### src/rtl/multi_unit_sched_pkg.sv
// multi_sched_pkg: shared types and constants for the multi-unit scheduler.
//   state_t     - scheduler FSM states
//   OWNER_W     - owner index width for the default requester count
//   owner_width - owner index width for any requester count (min 1 bit)
package multi_sched_pkg;

  typedef enum logic [1:0] {IDLE, ISSUE, WAIT, RESP} state_t;

  localparam int NUM_REQ_DEF = 4;
  localparam int OWNER_W     = $clog2(NUM_REQ_DEF);

  function automatic int owner_width(input int n);
    return (n > 1) ? $clog2(n) : 1;
  endfunction

endpackage

### src/rtl/multi_unit_sched_rr_pick.sv
// rr_pick: combinational round-robin picker.
//   req    in  NUM_REQ  request levels
//   ptr    in  OW       highest-priority index this round
//   onehot out NUM_REQ  first set req bit at or above ptr, wrapping to 0
//   idx    out OW       index of that bit
//   any    out 1        some request is set
module rr_pick #(
  parameter int NUM_REQ = 4,
  parameter int OW      = 2
) (
  input  logic [NUM_REQ-1:0] req,
  input  logic [OW-1:0]      ptr,
  output logic [NUM_REQ-1:0] onehot,
  output logic [OW-1:0]      idx,
  output logic               any
);

  // Walk ptr, ptr+1, ... modulo NUM_REQ; one extra bit keeps the sum from
  // overflowing before the wrap subtraction (works for non-power-of-2 counts).
  logic [OW:0]   s;
  logic [OW-1:0] j;

  always_comb begin
    onehot = '0;
    idx    = '0;
    any    = 1'b0;
    s      = '0;
    j      = '0;
    for (int i = 0; i < NUM_REQ; i++) begin
      s = {1'b0, ptr} + (OW+1)'(i);
      if (s >= (OW+1)'(NUM_REQ)) s = s - (OW+1)'(NUM_REQ);
      j = s[OW-1:0];
      if (!any && req[j]) begin
        any       = 1'b1;
        onehot[j] = 1'b1;
        idx       = j;
      end
    end
  end

endmodule

### src/rtl/multi_unit_sched.sv
// multi_unit_sched: shares one start/done multi-cycle unit among NUM_REQ
// requesters, round-robin, one operation in flight, with a done watchdog.
//   clock, reset           clock; synchronous active-high reset
//   req, req_data          per-requester request level and operand slices
//   grant                  one-hot current owner (ISSUE..RESP)
//   rsp_valid              one-cycle response pulse to the owner
//   rsp_data, rsp_err      result / timeout flag, held until next response
//   unit_start, unit_inp   start pulse and operand to the shared unit
//   unit_done, unit_out    completion and result from the unit
//   busy                   FSM not idle
//   timeout_err            sticky: some operation has timed out since reset
module multi_unit_sched
  import multi_sched_pkg::*;
#(
  parameter int NUM_REQ = 4,
  parameter int WIDTH   = 32,
  parameter int TIMEOUT = 15
) (
  input  logic                     clock,
  input  logic                     reset,
  input  logic [NUM_REQ-1:0]       req,
  input  logic [NUM_REQ*WIDTH-1:0] req_data,
  output logic [NUM_REQ-1:0]       grant,
  output logic [NUM_REQ-1:0]       rsp_valid,
  output logic [WIDTH-1:0]         rsp_data,
  output logic                     rsp_err,
  output logic                     unit_start,
  output logic [WIDTH-1:0]         unit_inp,
  input  logic                     unit_done,
  input  logic [WIDTH-1:0]         unit_out,
  output logic                     busy,
  output logic                     timeout_err
);

  localparam int OW  = owner_width(NUM_REQ);
  localparam int WDW = $clog2(TIMEOUT + 1);

  state_t             state, state_nx;
  logic [OW-1:0]      owner, ptr, pick_idx;
  logic [NUM_REQ-1:0] pick_oh;
  logic               pick_any;
  logic [WDW-1:0]     wdog;
  logic               timed_out;
  logic [WIDTH-1:0]   operand;

  rr_pick #(.NUM_REQ(NUM_REQ), .OW(OW)) u_pick (
    .req    (req),
    .ptr    (ptr),
    .onehot (pick_oh),
    .idx    (pick_idx),
    .any    (pick_any)
  );

  // wdog counts 0..TIMEOUT-1 across WAIT, so WAIT lasts exactly TIMEOUT cycles.
  assign timed_out = (wdog == WDW'(TIMEOUT - 1));

  always_comb begin
    operand = '0;
    for (int i = 0; i < NUM_REQ; i++)
      if (owner == OW'(i)) operand = req_data[i*WIDTH +: WIDTH];
  end

  always_comb begin
    state_nx = state;
    case (state)
      IDLE:    if (pick_any) state_nx = ISSUE;
      ISSUE:   state_nx = WAIT;
      WAIT:    if (unit_done || timed_out) state_nx = RESP;
      RESP:    state_nx = IDLE;
      default: state_nx = IDLE;
    endcase
  end

  assign unit_start = (state == ISSUE);
  assign unit_inp   = unit_start ? operand : '0;
  // grant is one-hot on the owner throughout RESP, so it doubles as the pulse.
  assign rsp_valid  = (state == RESP) ? grant : '0;
  assign busy       = (state != IDLE);

  always_ff @(posedge clock) begin
    if (reset) begin
      state       <= IDLE;
      grant       <= '0;
      owner       <= '0;
      ptr         <= '0;
      wdog        <= '0;
      rsp_data    <= '0;
      rsp_err     <= 1'b0;
      timeout_err <= 1'b0;
    end else begin
      state <= state_nx;
      case (state)
        IDLE: if (pick_any) begin
          grant <= pick_oh;
          owner <= pick_idx;
        end
        ISSUE: wdog <= '0;
        WAIT: begin
          // done has priority over a coincident watchdog expiry
          if (unit_done) begin
            rsp_data <= unit_out;
            rsp_err  <= 1'b0;
          end else if (timed_out) begin
            rsp_data    <= '0;
            rsp_err     <= 1'b1;
            timeout_err <= 1'b1;
          end else begin
            wdog <= wdog + 1'b1;
          end
        end
        RESP: begin
          ptr   <= (owner == OW'(NUM_REQ - 1)) ? '0 : owner + 1'b1;
          grant <= '0;
        end
        default: ;
      endcase
    end
  end

endmodule

### config.mk
export PLATFORM = sky130hd
export DESIGN_NAME = multi_unit_sched
export DESIGN_NICKNAME = d
export VERILOG_FILES = /design/src/rtl/multi_unit_sched_pkg.sv /design/src/rtl/multi_unit_sched_rr_pick.sv /design/src/rtl/multi_unit_sched.sv
export SDC_FILE = /design/constraint.sdc
export NUM_CORES = 1
export LEC_CHECK = 0
export BUFFER_PORTS_ARGS = -buffer_cell sky130_fd_sc_hd__buf_2
export CORE_AREA = 2 2 94 96
export CTS_CLUSTER_SIZE = 28
export DETAILED_ROUTE_END_ITERATION = 10
export DIE_AREA = 0 0 96 98
export PLACE_DENSITY = 0.79
export SLEW_MARGIN = 20
export SYNTH_ARGS = -nofsm -noshare
export SYNTH_HDL_FRONTEND = slang
export SYNTH_SLANG_ARGS = --single-unit
### constraint.sdc
create_clock -name clock -period 4.5 [get_ports clock]
set_input_delay 0.45 -clock clock [delete_from_list [all_inputs] [get_ports clock]]
set_output_delay 0.45 -clock clock [all_outputs]
set_load 0.02 [all_outputs]
# Yosys cells after proc, flatten, opt, wreduce, memory -nomap -nowiden
# Index checks and enable logic that the tools add are counted.
[totals]
word_cells = 118
register_bits = 48
output_inout_bits = 76
input_bits = 167
[op_classes]
bitwise_logic = 4
order_cmp = 12
add_sub_neg = 9
n_eq_ne = 11
muxes = 51
reduce_logical = 23
[ops]
columns = ["operator", "n"]
rows = [
  ["two-way mux 32 bit", 7],
  ["two-way mux 4 bit", 8],
  ["two-way mux 2 bit", 11],
  ["one-hot mux 4 bit (2 select lines)", 2],
  ["two-way mux 1 bit", 14],
  ["less-than comparator 2 x 3 -> 1 bit (second input constant)", 4],
  ["bitwise OR 4 bit", 3],
  ["greater-or-equal comparator 3 bit (second input constant)", 3],
  ["binary-select mux 1 bit (select 2 bit)", 4],
  ["demux 1 bit (select 2 bit)", 4],
  ["== test 2 bit (second input constant)", 4],
  ["greater-or-equal comparator 2 x 1 -> 1 bit (second input constant)", 4],
  ["!= test 2 bit (second input constant)", 4],
  ["one-hot mux 2 bit (4 select lines)", 1],
  ["AND reduction 2 bit", 4],
  ["nonzero test 2 bit", 4],
  ["subtractor 2 x 1 -> 2 bit (second input constant)", 4],
  ["logical AND 1 bit", 7],
  ["adder 2 x 2 -> 3 bit (second input constant)", 2],
  ["AND reduction 3 bit", 2],
  ["adder 4 x 1 -> 4 bit (second input constant)", 1],
  ["== test 2 x 1 -> 1 bit (second input constant)", 2],
  ["== test 4 bit (second input constant)", 1],
  ["zero test 2 bit", 2],
  ["6 further kinds", 8],
]

# Depth between registers and ports, before layout
# Gate-level depths: netlist of the first run.
[logic_depth]
depth_word = 16
depth_mapped = 9
ltp_nobuf = 7

# Hierarchy
# From an unflattened synthesis of the first run, not the netlist that was laid out.
[hier_totals]
cells_unflattened = 447
hier_area_um2 = 3622.2
[modules_own_cells]
columns = ["mod", "area_each_um2", "cells_per_inst", "seq_area_each_um2", "n_inst"]
rows = [
  ["multi_unit_sched", 3200.6, 402, 960.9, 1],
  ["rr_pick", 421.7, 45, 0.0, 1],
]

# Worst setup path before layout of the first run
# No wires, ideal clock.
[synth_path]
path_type = "register -> register"
startpoint = "register ptr[0]"
endpoint = "register owner[1]"
path_buffers = 2
required_time_ns = 4.430
path_slack_ns = 2.086
setup_ns = 0.070
synth_period_minus_slack_ns = 2.414
arrival_ns = 2.344
path_stages_with_launch = 10
cell_sequence = "dfxtp_1 buf_2 inv_1 ha_1 buf_6 mux4_2 or3b_1 nand3_1 o21ai_1 a21oi_1"
[synth_between]
elab_chain_cells = 15
elab_cells_between_ends = 38
cone_classes = "add/sub (7); order compare (4); mux (20); reduce/logical (7)"
[synth_rtl]
columns = ["element", "line", "rtl"]
rows = [
  ["from (decl)", "multi_unit_sched.sv:39", "logic [OW-1:0] owner, ptr, pick_idx;"],
  ["from (signal assigned)", "multi_unit_sched.sv:112", "ptr <= (owner == OW'(NUM_REQ - 1)) ? '0 : owner + 1'b1;"],
  ["branches (longest 15 deep; another with adder 2 x 1 -> 3 bit)", "n/a", ""],
  ["to (signal assigned)", "multi_unit_sched.sv:95", "owner <= pick_idx;"],
  ["to (decl)", "multi_unit_sched.sv:39", ""],
]
# Several ways; the timed one is not identified. The select of a mux whose other input is x is not followed.
# A chain may end at the register's enable or synchronous reset.

# Final worst setup path of the first run
[layout_path]
startpoint = "register owner[1]"
endpoint = "output port unit_inp[3]"
[layout_between]
elab_chain_cells = 6
elab_cells_between_ends = 9
cone_classes = "eq/ne (3); mux (5); reduce/logical (1)"
[layout_rtl]
columns = ["element", "line", "rtl"]
rows = [
  ["zero test 2 bit", "multi_unit_sched.sv:60", "if (owner == OW'(i)) operand = req_data[i*WIDTH +: WIDTH];"],
  ["two-way mux 32 bit (3 in series)", "multi_unit_sched.sv:60", ""],
  ["two-way mux 32 bit (*)", "multi_unit_sched.sv:60", ""],
  ["two-way mux 32 bit (*)", "multi_unit_sched.sv:75", "assign unit_inp = unit_start ? operand : '0;"],
  ["to (decl)", "multi_unit_sched.sv:28", "output logic [WIDTH-1:0] unit_inp,"],
]
# Mark *: on every way between the ends. The rest lies on a longest branch, timed or not.

==> impl_results.md, run 1 <==
- Std-Cell Rows: 34
- Sequential cell area: 961 sq um
- CP Max Fanout: 34
- Congestion Overflow GR: 0
- Starting density of the core: 41.1%
- # IOs: 243
- Initial antenna violation count: 2
- Status: finished clean
- Core box area: 0.00847 sq mm
- Slowest stage delay, CP: 0.62 ns
- Yosys top cell by area: dfxtp_1
- TritonCTS buffer count: 5
- Commonest cells after routing, fill and taps aside: buf_2 (242), nor2b_1 (63), nor2_1 (55)
- Slew HR: 33.2%
- Clock Latency Late Sink: 0.31 ns
- RSZ-0062 raised after global routing: false
- Root buffer cell: clkbuf_8
- Comb pwr share: 62.8%
- Yosys reg bits: 48
- NumNets Final: 853
- Main synth FF type: dfxtp_1
- Switching share of total power: 45.9%
- Sequential power share: 22.0%
- Avg Inst Size Synth: 7.52 sq um
- R2R Path Start: ptr[0]
- Yosys top cell area share: 27.6%
- Minimum clock period: 3.13 ns
- Syn. warnings: 0
- VDD IR-drop max: 0.354 mV
- Area of the multi-input gates: 0.00230 sq mm
- R2R Setup Slk: 1.62 ns
- DR vias/cell: 5.48
- Setup CP Type: flop to primary output
- Cell internal pwr: 1330 uW
- Worst Hold Depth: 3
- Worst path cell trace: inv_1 > ha_1 > buf_4 > nor2b_4 > a221oi_1 > nor3_1 > a21oi_1 > nor2b_1 > buf_2
- Final setup vio count: 0
- First-pass DRT Iterations: 5
- Crit path max-delay family: simple AND/OR/NAND/NOR gates
- Die area: 0.00941 sq mm
- Gate Count Post-Synth: 463
- Synth Cell Area: 0.00348 sq mm
- Total leakage power: 0.00232 uW
- Total net switching power: 1130 uW
- CTS sink count: 48
- Residual DRC: 0
- Critical path startpoint: owner[1]
- Share of cells above drive strength 1: 39.2%
- Post_cts resized: 0
- Min-delay worst type: input pin to flop
- Syn_nets: 648
- Clk_skew: 0.00973 ns
- GR Util All Layers: 22.9%
- R2r worst-path depth: 7
- Post-CTS setup buffer count: 0
- Crit path max-delay cell type: nor2b_4
- CTS H-tree depth: 2
- CTS tree: yes
- Pwr dens: 511 mW/mm^2
- DR iter-0 viols: 161
- Max-cap viol count: 0
- Clock buffer depth: 2
- Final cycle utilization of the critical path: 69.6%
- WP data arrival: 2.68 ns
- Startpoint types: flop
- Largest net degree at the start of global routing: 66
- Reg-to-reg endpoint: owner[1]
- Max-slew violations: 0
- Total Power: 2460 uW
- Die width: 96 um
- First-pass GRT wire length: 17500 um
- RD Place Congestion: 0.871
- Vias in the first global route: 3743
- Die Y: 98 um
- Post-synth cell types: 42
- Vias: 4272
- Critical path data required time: 4.05 ns
- Antenna-violating nets left: 0
- Final Hold Fails: 0
- Worst min-delay path startpoint: unit_out[11]
- Crit path buf inv count: 3
- Worst Setup End Kind: primary output
- DP HPWL: 8700 um
- CTS clk-pin slew, worst paths: 0.10 ns
- Port Buffers: 242
- Hold EP: rsp_data[11]
- Worst-margin pin slew: 1.00 ns
- Post-synth EDFFs: 0
- Achievable frequency: 0.319 GHz
- Sequential-to-total area share from yosys stat: 27.6%
- Total Wirelength: 11700 um
- Post-DR wirelength/cell: 15.0 um
- Dominant cells by area after synthesis: dfxtp_1 (28%), nor2b_1 (11%), a221oi_1 (7.8%)
- Post-CTS Hold Buffers: 0
- Commonest non-fill, non-tap cell in the layout: buf_2
- Fill cells: 801
- Ys async rst share: 0%
- Clk pwr share: 15.2%
- Setup TNS: 0 ns
- Layout area overhead: 38.3%
## cells in the mapped netlist, types with 3 or more instances
master and instances:
a22oi_1 33, a21oi_1 46, nand2_1 15, nand2b_1 3
nor3_1 35, and2_1 6, inv_1 17, nor2_1 55
nand3_1 4, o21ai_1 7, a31oi_1 3, o221ai_1 4
ha_1 18, clkbuf_1 35, buf_2 7, dfxtp_1 48
nor2b_1 64, a221oi_1 31, mux2i_1 4
## worst max path at each step
stage,end,slack (ns),cells past startpoint
final,unit_inp[3],1.37,9
after CTS,unit_inp[3],0.97,9
after global placement,unit_inp[20],1.46,9
after floorplan,owner[1],2.09,9
after detailed placement,unit_inp[3],1.31,9
after global routing,unit_inp[7],1.15,9
## tightest hold or removal path, stage by stage
cell     delay, ns
buf_2         0.08
a22oi_1       0.05
nor2_1        0.07
## final cells by class
class | instances | share of cell area, %
multi-input combinational | 353 | 47.7
clock buffer | 5 | 1.43
inverter | 17 | 1.32
sequential | 48 | 19.9
antenna | 2 | 0.104
tap | 108 | 2.81
clock inverter | 3 | 1.43
timing repair buffer | 243 | 25.3
## through the flow
stage	utilization (%)	setup WS (ns)	cell area, sq um	hold slack [ns]	std cells
after floorplan	-	2.09	3480	0.469	463
after global placement	55.0	1.46	4660	0.454	769
after detailed placement	55.0	1.31	4660	0.454	769
after CTS	56.7	0.974	4800	0.369	777
after global routing	56.8	1.15	4810	0.376	777
final	56.9	1.37	4820	0.373	779
## logic make-up after synthesis
kind of cell | count (synthesis) | share of synthesized area [%]
flip-flops | 48 | 27.6
AND/OR/NAND/NOR | 191 | 28.3
multiplexers | 10 | 3.81
AO/OA/AOI/OAI | 134 | 26.5
buffers and inverters | 62 | 7.26
adder cells (fa/ha/maj) | 18 | 6.47
## registers in the layout, indices dropped and copies added, names as in the netlist
| signal | flops |
|---|---|
| grant | 4 |
| rsp_err | 1 |
| wdog | 4 |
| state | 2 |
| rsp_data | 32 |
| ptr | 2 |
| timeout_err | 1 |
| owner | 2 |
## power groups by stage
| stage | registers, uW | clock network [uW] | logic (uW) |
|---|---|---|---|
| finish | 541 | 373 | 1550 |
| global placement | 543 | 0 | 1490 |
| floorplan | 585 | 0 | 1090 |
| CTS | 538 | 381 | 1540 |
| detailed placement | 546 | 0 | 1530 |
| global route | 551 | 397 | 1710 |
## metal layers
| layer | global-route usage (%) | up-vias | share of wire, % |
|---|---|---|---|
| li1 | - | 2071 | - |
| met1 | 26.9 | 1972 | 40 |
| met2 | 40.0 | 200 | 48 |
| met3 | 6.25 | 29 | 9.8 |
| met4 | 6.81 | 0 | 2.7 |
| met5 | 0 | - | 0 |
Note: power is estimated with default switching activity, not from simulation.
==> run 2, diff against run 1 <==
--- a/config.mk
+++ b/config.mk
@@ -6,11 +6,11 @@
 export NUM_CORES = 1
 export LEC_CHECK = 0
 export BUFFER_PORTS_ARGS = -buffer_cell sky130_fd_sc_hd__buf_2
-export CORE_AREA = 2 2 94 96
+export CORE_MARGIN = 1.5
+export CORE_UTILIZATION = 42
 export CTS_CLUSTER_SIZE = 28
 export DETAILED_ROUTE_END_ITERATION = 10
-export DIE_AREA = 0 0 96 98
-export PLACE_DENSITY = 0.79
+export PLACE_DENSITY = 0.8
 export SLEW_MARGIN = 20
 export SYNTH_ARGS = -nofsm -noshare
 export SYNTH_HDL_FRONTEND = slang
==> constraint.sdc (replaced) <==
create_clock -name clock -period 3.14 [get_ports clock]
set_input_delay 0.314 -clock clock [delete_from_list [all_inputs] [get_ports clock]]
set_output_delay 0.314 -clock clock [all_outputs]
set_load 0.02 [all_outputs]
==> impl_results.md, run 2 (same netlist as run 1, synthesis figures left out) <==
- Die area: 0.00885 sq mm (was 0.00941 sq mm)
- Final setup vio count: 0 (unchanged)
- DR iter-0 viols: 116 (was 161)
- TritonCTS buffer count: 5 (unchanged)
- Layout area overhead: 39.3% (was 38.3%)
- Status: finished clean (unchanged)
- Worst slack, placed: 0.633 ns (was 1.31 ns)
- First-pass GRT wire length: 17600 um (was 17500 um)
- Post-DP Area: 0.00473 sq mm (was 0.00466 sq mm)
- Commonest cells after routing, fill and taps aside: buf_2 (242), nor2b_1 (63), nor2_1 (55) (unchanged)
- CTS clk-pin slew, worst paths: 0.10 ns (about the same)
- Post_cts resized: 0 (unchanged)
- Max FFs per register: 32 (unchanged)
- RD Place Congestion: 0.913 (was 0.871)
- Std-Cell Rows: 33 (was 34)
- Worst Setup End Kind: primary output (unchanged)
- Die width: 94.1 um (was 96 um)
- Clock Latency Late Sink: 0.32 ns (was 0.31 ns)
- Post-DR wirelength/cell: 14.8 um (was 15.0 um)
- Vias in the first global route: 3744 (was 3743)
- Pwr dens: 722 mW/mm^2 (was 511 mW/mm^2)
- Total Wirelength: 11600 um (was 11700 um)
- CTS H-tree depth: 2 (unchanged)
- Core box area: 0.00813 sq mm (was 0.00847 sq mm)
- Minimum clock period: 2.66 ns
- Port Buffers: 242 (unchanged)
- Biggest regs: rsp_data: 32 flops, grant: 4 flops, wdog: 4 flops (unchanged)
- Worst path cell trace: inv_1 > ha_2 > buf_4 > a221oi_1 > nor3_1 > a21oi_1 > nor2b_1 > buf_2 (was inv_1 > ha_1 > buf_4 > nor2b_4 > a221oi_1 > nor3_1 > a21oi_1 > nor2b_1 > buf_2)
- Total leakage power: 0.00235 uW (was 0.00232 uW)
- Slowest stage delay, CP: 0.56 ns (was 0.62 ns)
- Post-Layout Cell Count: 784 (was 779)
- Total Power: 3500 uW (was 2460 uW)
- Startpoint types: flop (unchanged)
- First-pass DRT Iterations: 4 (was 5)
- DP HPWL: 8910 um (was 8700 um)
- GR Util All Layers: 24.8% (was 22.9%)
- Setup CP Type: flop to primary output (unchanged)
- Placed insts: 775 (was 769)
- CTS sink count: 48 (unchanged)
- Starting density of the core: 42.8% (was 41.1%)
- Largest net degree at the start of global routing: 47 (was 66)
- Residual DRC: 0 (unchanged)
- Critical path data required time: 2.83 ns (was 4.05 ns)
- Min-delay worst type: input pin to flop (unchanged)
- CTS tree: yes (unchanged)
- Antenna-violating nets left: 0 (unchanged)
- RSZ-0062 raised after global routing: false (unchanged)
- Biggest register: rsp_data (unchanged)
- Root buffer cell: clkbuf_8 (unchanged)
- Post-CTS Hold Buffers: 0 (unchanged)
- VDD IR-drop max: 0.403 mV (was 0.354 mV)
- Congestion Overflow GR: 0 (unchanged)
- Post-CTS setup buffer count: 0 (unchanged)
- Setup WS post-layout: 0.482 ns (was 1.37 ns)
- DR vias/cell: 5.36 (was 5.48)
- Vias: 4199 (was 4272)
- Max-cap viol count: 0 (unchanged)
- WP data arrival: 2.34 ns (was 2.68 ns)
- Slew HR: 45.7% (was 33.2%)
- # IOs: 243 (unchanged)
- Commonest non-fill, non-tap cell in the layout: buf_2 (unchanged)
- Share of cells above drive strength 1: 39.7% (was 39.2%)
- CP Max Fanout: 37 (was 34)
- Die Y: 94.1 um (was 98 um)
- Setup TNS: 0 ns (unchanged)
- Clock buffer depth: 2 (unchanged)
- NumNets Final: 862 (was 853)
- Final cycle utilization of the critical path: 84.6%
- Achievable frequency: 0.376 GHz
- Clk_skew: 0.0110 ns (was 0.00973 ns)
- Final Cell Area: 0.00485 sq mm (was 0.00482 sq mm)
- Initial antenna violation count: 1 (was 2)
- Crit path max-delay cell type: ha_2 (was nor2b_4)
- Max-slew violations: 0 (unchanged)
- Worst-margin pin slew: 0.814 ns (was 1.00 ns)
- Final Hold Fails: 0 (unchanged)
==> run 2: per-stage QoR <==
stage               hold WS [ns]  utilization [%]
floorplan                  0.462                -
global placement           0.448             58.2
global route               0.241             59.6
CTS                        0.225             59.6
finish                     0.226             59.6
detailed placement         0.454             58.2
==> run 2: metal layers <==
metal,share of wire (%),global-route usage [%]
met5,0,0
met4,1.7,7.84
met3,8.5,5.18
met2,50,44.6
met1,39,29.3
==> run 2: final timing paths <==
check	cells past startpoint	slack [ns]	startpoint	to
setup / recovery	8	0.48	owner[0]	unit_inp[6]
hold / removal	3	0.23	unit_out[12]	rsp_data[12]
setup reg to reg	7	0.60	ptr[1]	owner[1]
hold reg to reg	2	0.48	timeout_err	timeout_err
==> run 2: worst max-delay path: cells and delay by family, from the launching register on <==
kind	cells	cell delay (ns)
AND/OR/NAND/NOR	2	0.33
adder cells (fa/ha/maj)	1	0.56
buffers and inverters	3	0.64
AO/OA/AOI/OAI	2	0.16
flip-flops	1	0.35
==> run 2: power breakdown <==
part	switching [uW]	internal, uW	leakage [uW]
registers	60.9	695	0.000389
logic	1360	933	0.00190
clock network	218	240	0.0000583
total	1640	1870	0.00235
==> run 2: area by class of cell <==
| cell class | instances | area, sq um |
|---|---|---|
| Clock inverter | 3 | 47.5 |
| Fill cell | 761 | 3280 |
| Multi-Input combinational cell | 353 | 2280 |
| Antenna cell | 1 | 2.50 |
| Clock buffer | 5 | 68.8 |
| Timing Repair Buffer | 252 | 1300 |
| Tap cell | 105 | 131 |
| Sequential cell | 48 | 961 |
| Inverter | 17 | 63.8 |
==> run 3, diff against run 2 <==
--- a/config.mk
+++ b/config.mk
@@ -5,6 +5,7 @@
 export SDC_FILE = /design/constraint.sdc
 export NUM_CORES = 1
 export LEC_CHECK = 0
+export ABC_AREA = 1
 export BUFFER_PORTS_ARGS = -buffer_cell sky130_fd_sc_hd__buf_2
 export CORE_MARGIN = 1.5
 export CORE_UTILIZATION = 42
==> constraint.sdc (replaced) <==
create_clock -name clock -period 2.74 [get_ports clock]
set_input_delay 0.274 -clock clock [delete_from_list [all_inputs] [get_ports clock]]
set_output_delay 0.274 -clock clock [all_outputs]
set_load 0.02 [all_outputs]
==> impl_results.md, run 3 <==
- # IOs: 243 (unchanged)
- CTS clk-pin slew, worst paths: 0.09 ns (was 0.10 ns)
- Max FFs per register: 32 (unchanged)
- GR Util All Layers: 26.2% (was 24.8%)
- Slew HR: 47.2% (was 45.7%)
- Synth Cell Area: 0.00346 sq mm (was 0.00348 sq mm)
- R2R Path Start: ptr[1] (unchanged)
- First-pass DRT Iterations: 5 (was 4)
- Initial antenna violation count: 1 (unchanged)
- NumNets Final: 949 (was 862)
- Clock buffer depth: 2 (unchanged)
- Minimum clock period: 2.49 ns
- Share of cells above drive strength 1: 36.6% (was 39.7%)
- Syn. warnings: 0 (unchanged)
- Critical path data required time: 2.47 ns (was 2.83 ns)
- First-pass GRT wire length: 18700 um (was 17600 um)
- DR iter-0 viols: 145 (was 116)
- Final Hold Fails: 0 (unchanged)
- VDD IR-drop max: 0.458 mV (was 0.403 mV)
- RD Place Congestion: 0.966 (was 0.913)
- Post-DR wirelength/cell: 14.3 um (was 14.8 um)
- CP Max Fanout: 32 (was 37)
- Vias: 4598 (was 4199)
- Commonest non-fill, non-tap cell in the layout: buf_2 (unchanged)
- Synth Area in XOR/XNOR: 0.253% (was 0%)
- Setup TNS: 0 ns (unchanged)
- Worst Setup End Kind: primary output (unchanged)
- WP data arrival: 2.21 ns (was 2.34 ns)
- RSZ-0062 raised after global routing: false (unchanged)
- Pwr dens: 809 mW/mm^2 (was 722 mW/mm^2)
- Layout area overhead: 39.4% (was 39.3%)
- Startpoint types: flop (unchanged)
- Post_cts resized: 0 (unchanged)
- Antenna-violating nets left: 0 (unchanged)
- Synth top cells by count: a21oi_1 (110), nand2_1 (100), nor2_1 (75) (was nor2b_1 (64), nor2_1 (55), dfxtp_1 (48))
- Port Buffers: 242 (unchanged)
- Std-Cell Rows: 32 (was 33)
- Largest family of logic cells by synthesized area: compound AO/OA/AOI/OAI gates (was simple AND/OR/NAND/NOR gates)
- Die Y: 93.8 um (was 94.1 um)
- Commonest cells after routing, fill and taps aside: buf_2 (242), a21oi_1 (110), nand2_1 (100) (was buf_2 (242), nor2b_1 (63), nor2_1 (55))
- CTS tree: yes (unchanged)
- Residual DRC: 0 (unchanged)
- Clk_skew: 0.00394 ns (was 0.0110 ns)
- Core box area: 0.00785 sq mm (was 0.00813 sq mm)
- Post-DP Area: 0.00473 sq mm (about the same)
- Final setup vio count: 0 (unchanged)
- Total leakage power: 0.00242 uW (was 0.00235 uW)
- Largest net degree at the start of global routing: 65 (was 47)
- CTS H-tree depth: 2 (unchanged)
- Root buffer cell: clkbuf_8 (unchanged)
- Post-synthesis adder-cell area fraction: 6.51% (was 6.47%)
- Worst min-delay path startpoint: unit_out[23] (was unit_out[12])
- CTS sink count: 48 (unchanged)
- Final Cell Area: 0.00483 sq mm (was 0.00485 sq mm)
- Biggest register: rsp_data (unchanged)
- Post-CTS Hold Buffers: 0 (unchanged)
- Congestion Overflow GR: 0 (unchanged)
- Min-delay worst type: input pin to flop (unchanged)
- Vias in the first global route: 4246 (was 3744)
- Area share of and/or/nand/nor cells after synthesis: 27.3% (was 28.3%)
- Die area: 0.00880 sq mm (was 0.00885 sq mm)
- Main synth FF type: dfxtp_1 (unchanged)
- TritonCTS buffer count: 5 (unchanged)
- Gate Count Post-Synth: 546 (was 463)
- Critical path startpoint: owner[1] (was owner[0])
- Max-cap viol count: 0 (unchanged)
- Yosys top cell by area: dfxtp_1 (unchanged)
- Final cycle utilization of the critical path: 90.8%
- Setup CP Type: flop to primary output (unchanged)
- Total Wirelength: 12400 um (was 11600 um)
- Post-synth EDFFs: 0 (unchanged)
- Yosys top cell area share: 27.8% (was 27.6%)
- DR vias/cell: 5.30 (was 5.36)
- Clock Latency Late Sink: 0.30 ns (was 0.32 ns)
- Yosys reg bits: 48 (unchanged)
- Max-slew violations: 0 (unchanged)
- Die width: 93.8 um (was 94.1 um)
- Mux cell area share after synthesis: 0% (was 3.81%)
- Syn_nets: 731 (was 648)
- Biggest regs: rsp_data: 32 flops, grant: 4 flops, wdog: 4 flops (unchanged)
- Ys async rst share: 0% (unchanged)
- Achievable frequency: 0.402 GHz
- Most frequent cell after synthesis: a21oi_1 (was nor2b_1)
- Worst-margin pin slew: 0.793 ns (was 0.814 ns)
- Status: finished clean (unchanged)
- Post-synth cell types: 28 (was 42)
- Starting density of the core: 44.1% (was 42.8%)
- DP HPWL: 9170 um (was 8910 um)
- Post-CTS setup buffer count: 0 (unchanged)
- Synth Area in Compound Gates: 30.4% (was 26.5%)
- Sequential-to-total area share from yosys stat: 27.8% (was 27.6%)
- Dominant cells by area after synthesis: dfxtp_1 (28%), a21oi_1 (16%), nand2_1 (11%) (was dfxtp_1 (28%), nor2b_1 (11%), a221oi_1 (7.8%))
- Avg Inst Size Synth: 6.34 sq um (was 7.52 sq um)
run 3: cell count changes after synthesis, sizes merged, moves of 6 or more:
| cell | previous run | this run |
|---|---|---|
| nand2 | 15 | 108 |
| inv | 17 | 30 |
| nor2b | 64 | 0 |
| nor3 | 35 | 1 |
| o31ai | 0 | 32 |
| a221oi | 31 | 0 |
| nand3 | 4 | 27 |
| and2 | 6 | 0 |
| nor2 | 55 | 77 |
| a21oi | 46 | 112 |
| a22oi | 33 | 0 |
| o21ai | 7 | 37 |
| buf | 10 | 2 |
run 3: path summary, 6_finish.rpt:
check,depth (start not counted),end,slack [ns]
setup / recovery,9,unit_inp[0],0.25
hold / removal,3,rsp_data[23],0.21
setup reg to reg,11,owner[1],0.44
hold reg to reg,2,timeout_err,0.46
run 3: cell type report:
type | instances | area, sq um
Clock inverter | 2 | 15.0
Sequential cell | 48 | 961
Antenna cell | 1 | 2.50
Timing Repair Buffer | 251 | 1290
Fill cell | 769 | 3020
Clock buffer | 6 | 82.6
Inverter | 30 | 113
Multi-Input combinational cell | 428 | 2230
Tap cell | 102 | 128
run 3: worst max-delay path: stages, from the launching register on:
cell and delay, ns:
dfxtp_1 0.39, inv_1 0.08, ha_1 0.19, inv_1 0.05
buf_4 0.32, nor2_1 0.08, o31ai_1 0.37, o21ai_0 0.15
nor2_1 0.10, buf_2 0.17
run 3: kinds of logic after synthesis:
kind of cell | count (synthesis)
adders and majority gates | 18
DFF | 48
AOI/OAI and AO/OA | 189
buffers and inverters | 70
xor gates and xnor gates | 1
and+or+nand+nor | 220
run 3: metrics by stage:
step / instances / setup WS [ns] / util [%] / hold WS (ns) / power (uW)
after floorplan: 546 / 0.723 / - / 0.421 / 2710
after global placement: 859 / 0.649 / 60.2 / 0.435 / 3370
after detailed placement: 859 / 0.498 / 60.2 / 0.446 / 3430
after CTS: 867 / 0.270 / 61.5 / 0.199 / 3890
after global routing: 868 / 0.102 / 61.5 / 0.201 / 4220
final: 868 / 0.251 / 61.5 / 0.206 / 3900
run 3: per-layer routing:
layer,up-vias,GRT usage (%),share of wire [%]
met2,218,47.0,49
met4,0,12.7,4.2
li1,2288,-,-
met5,-,0,0
met1,2051,29.1,38
met3,41,5.66,8.4
run 3: report_power, final:
part / leakage, uW / internal [uW] / switching, uW
Combinational: 0.00199 / 883 / 1680
Clock: 0.0000434 / 205 / 250
Sequential: 0.000390 / 803 / 82.0
Total: 0.00242 / 1890 / 2010
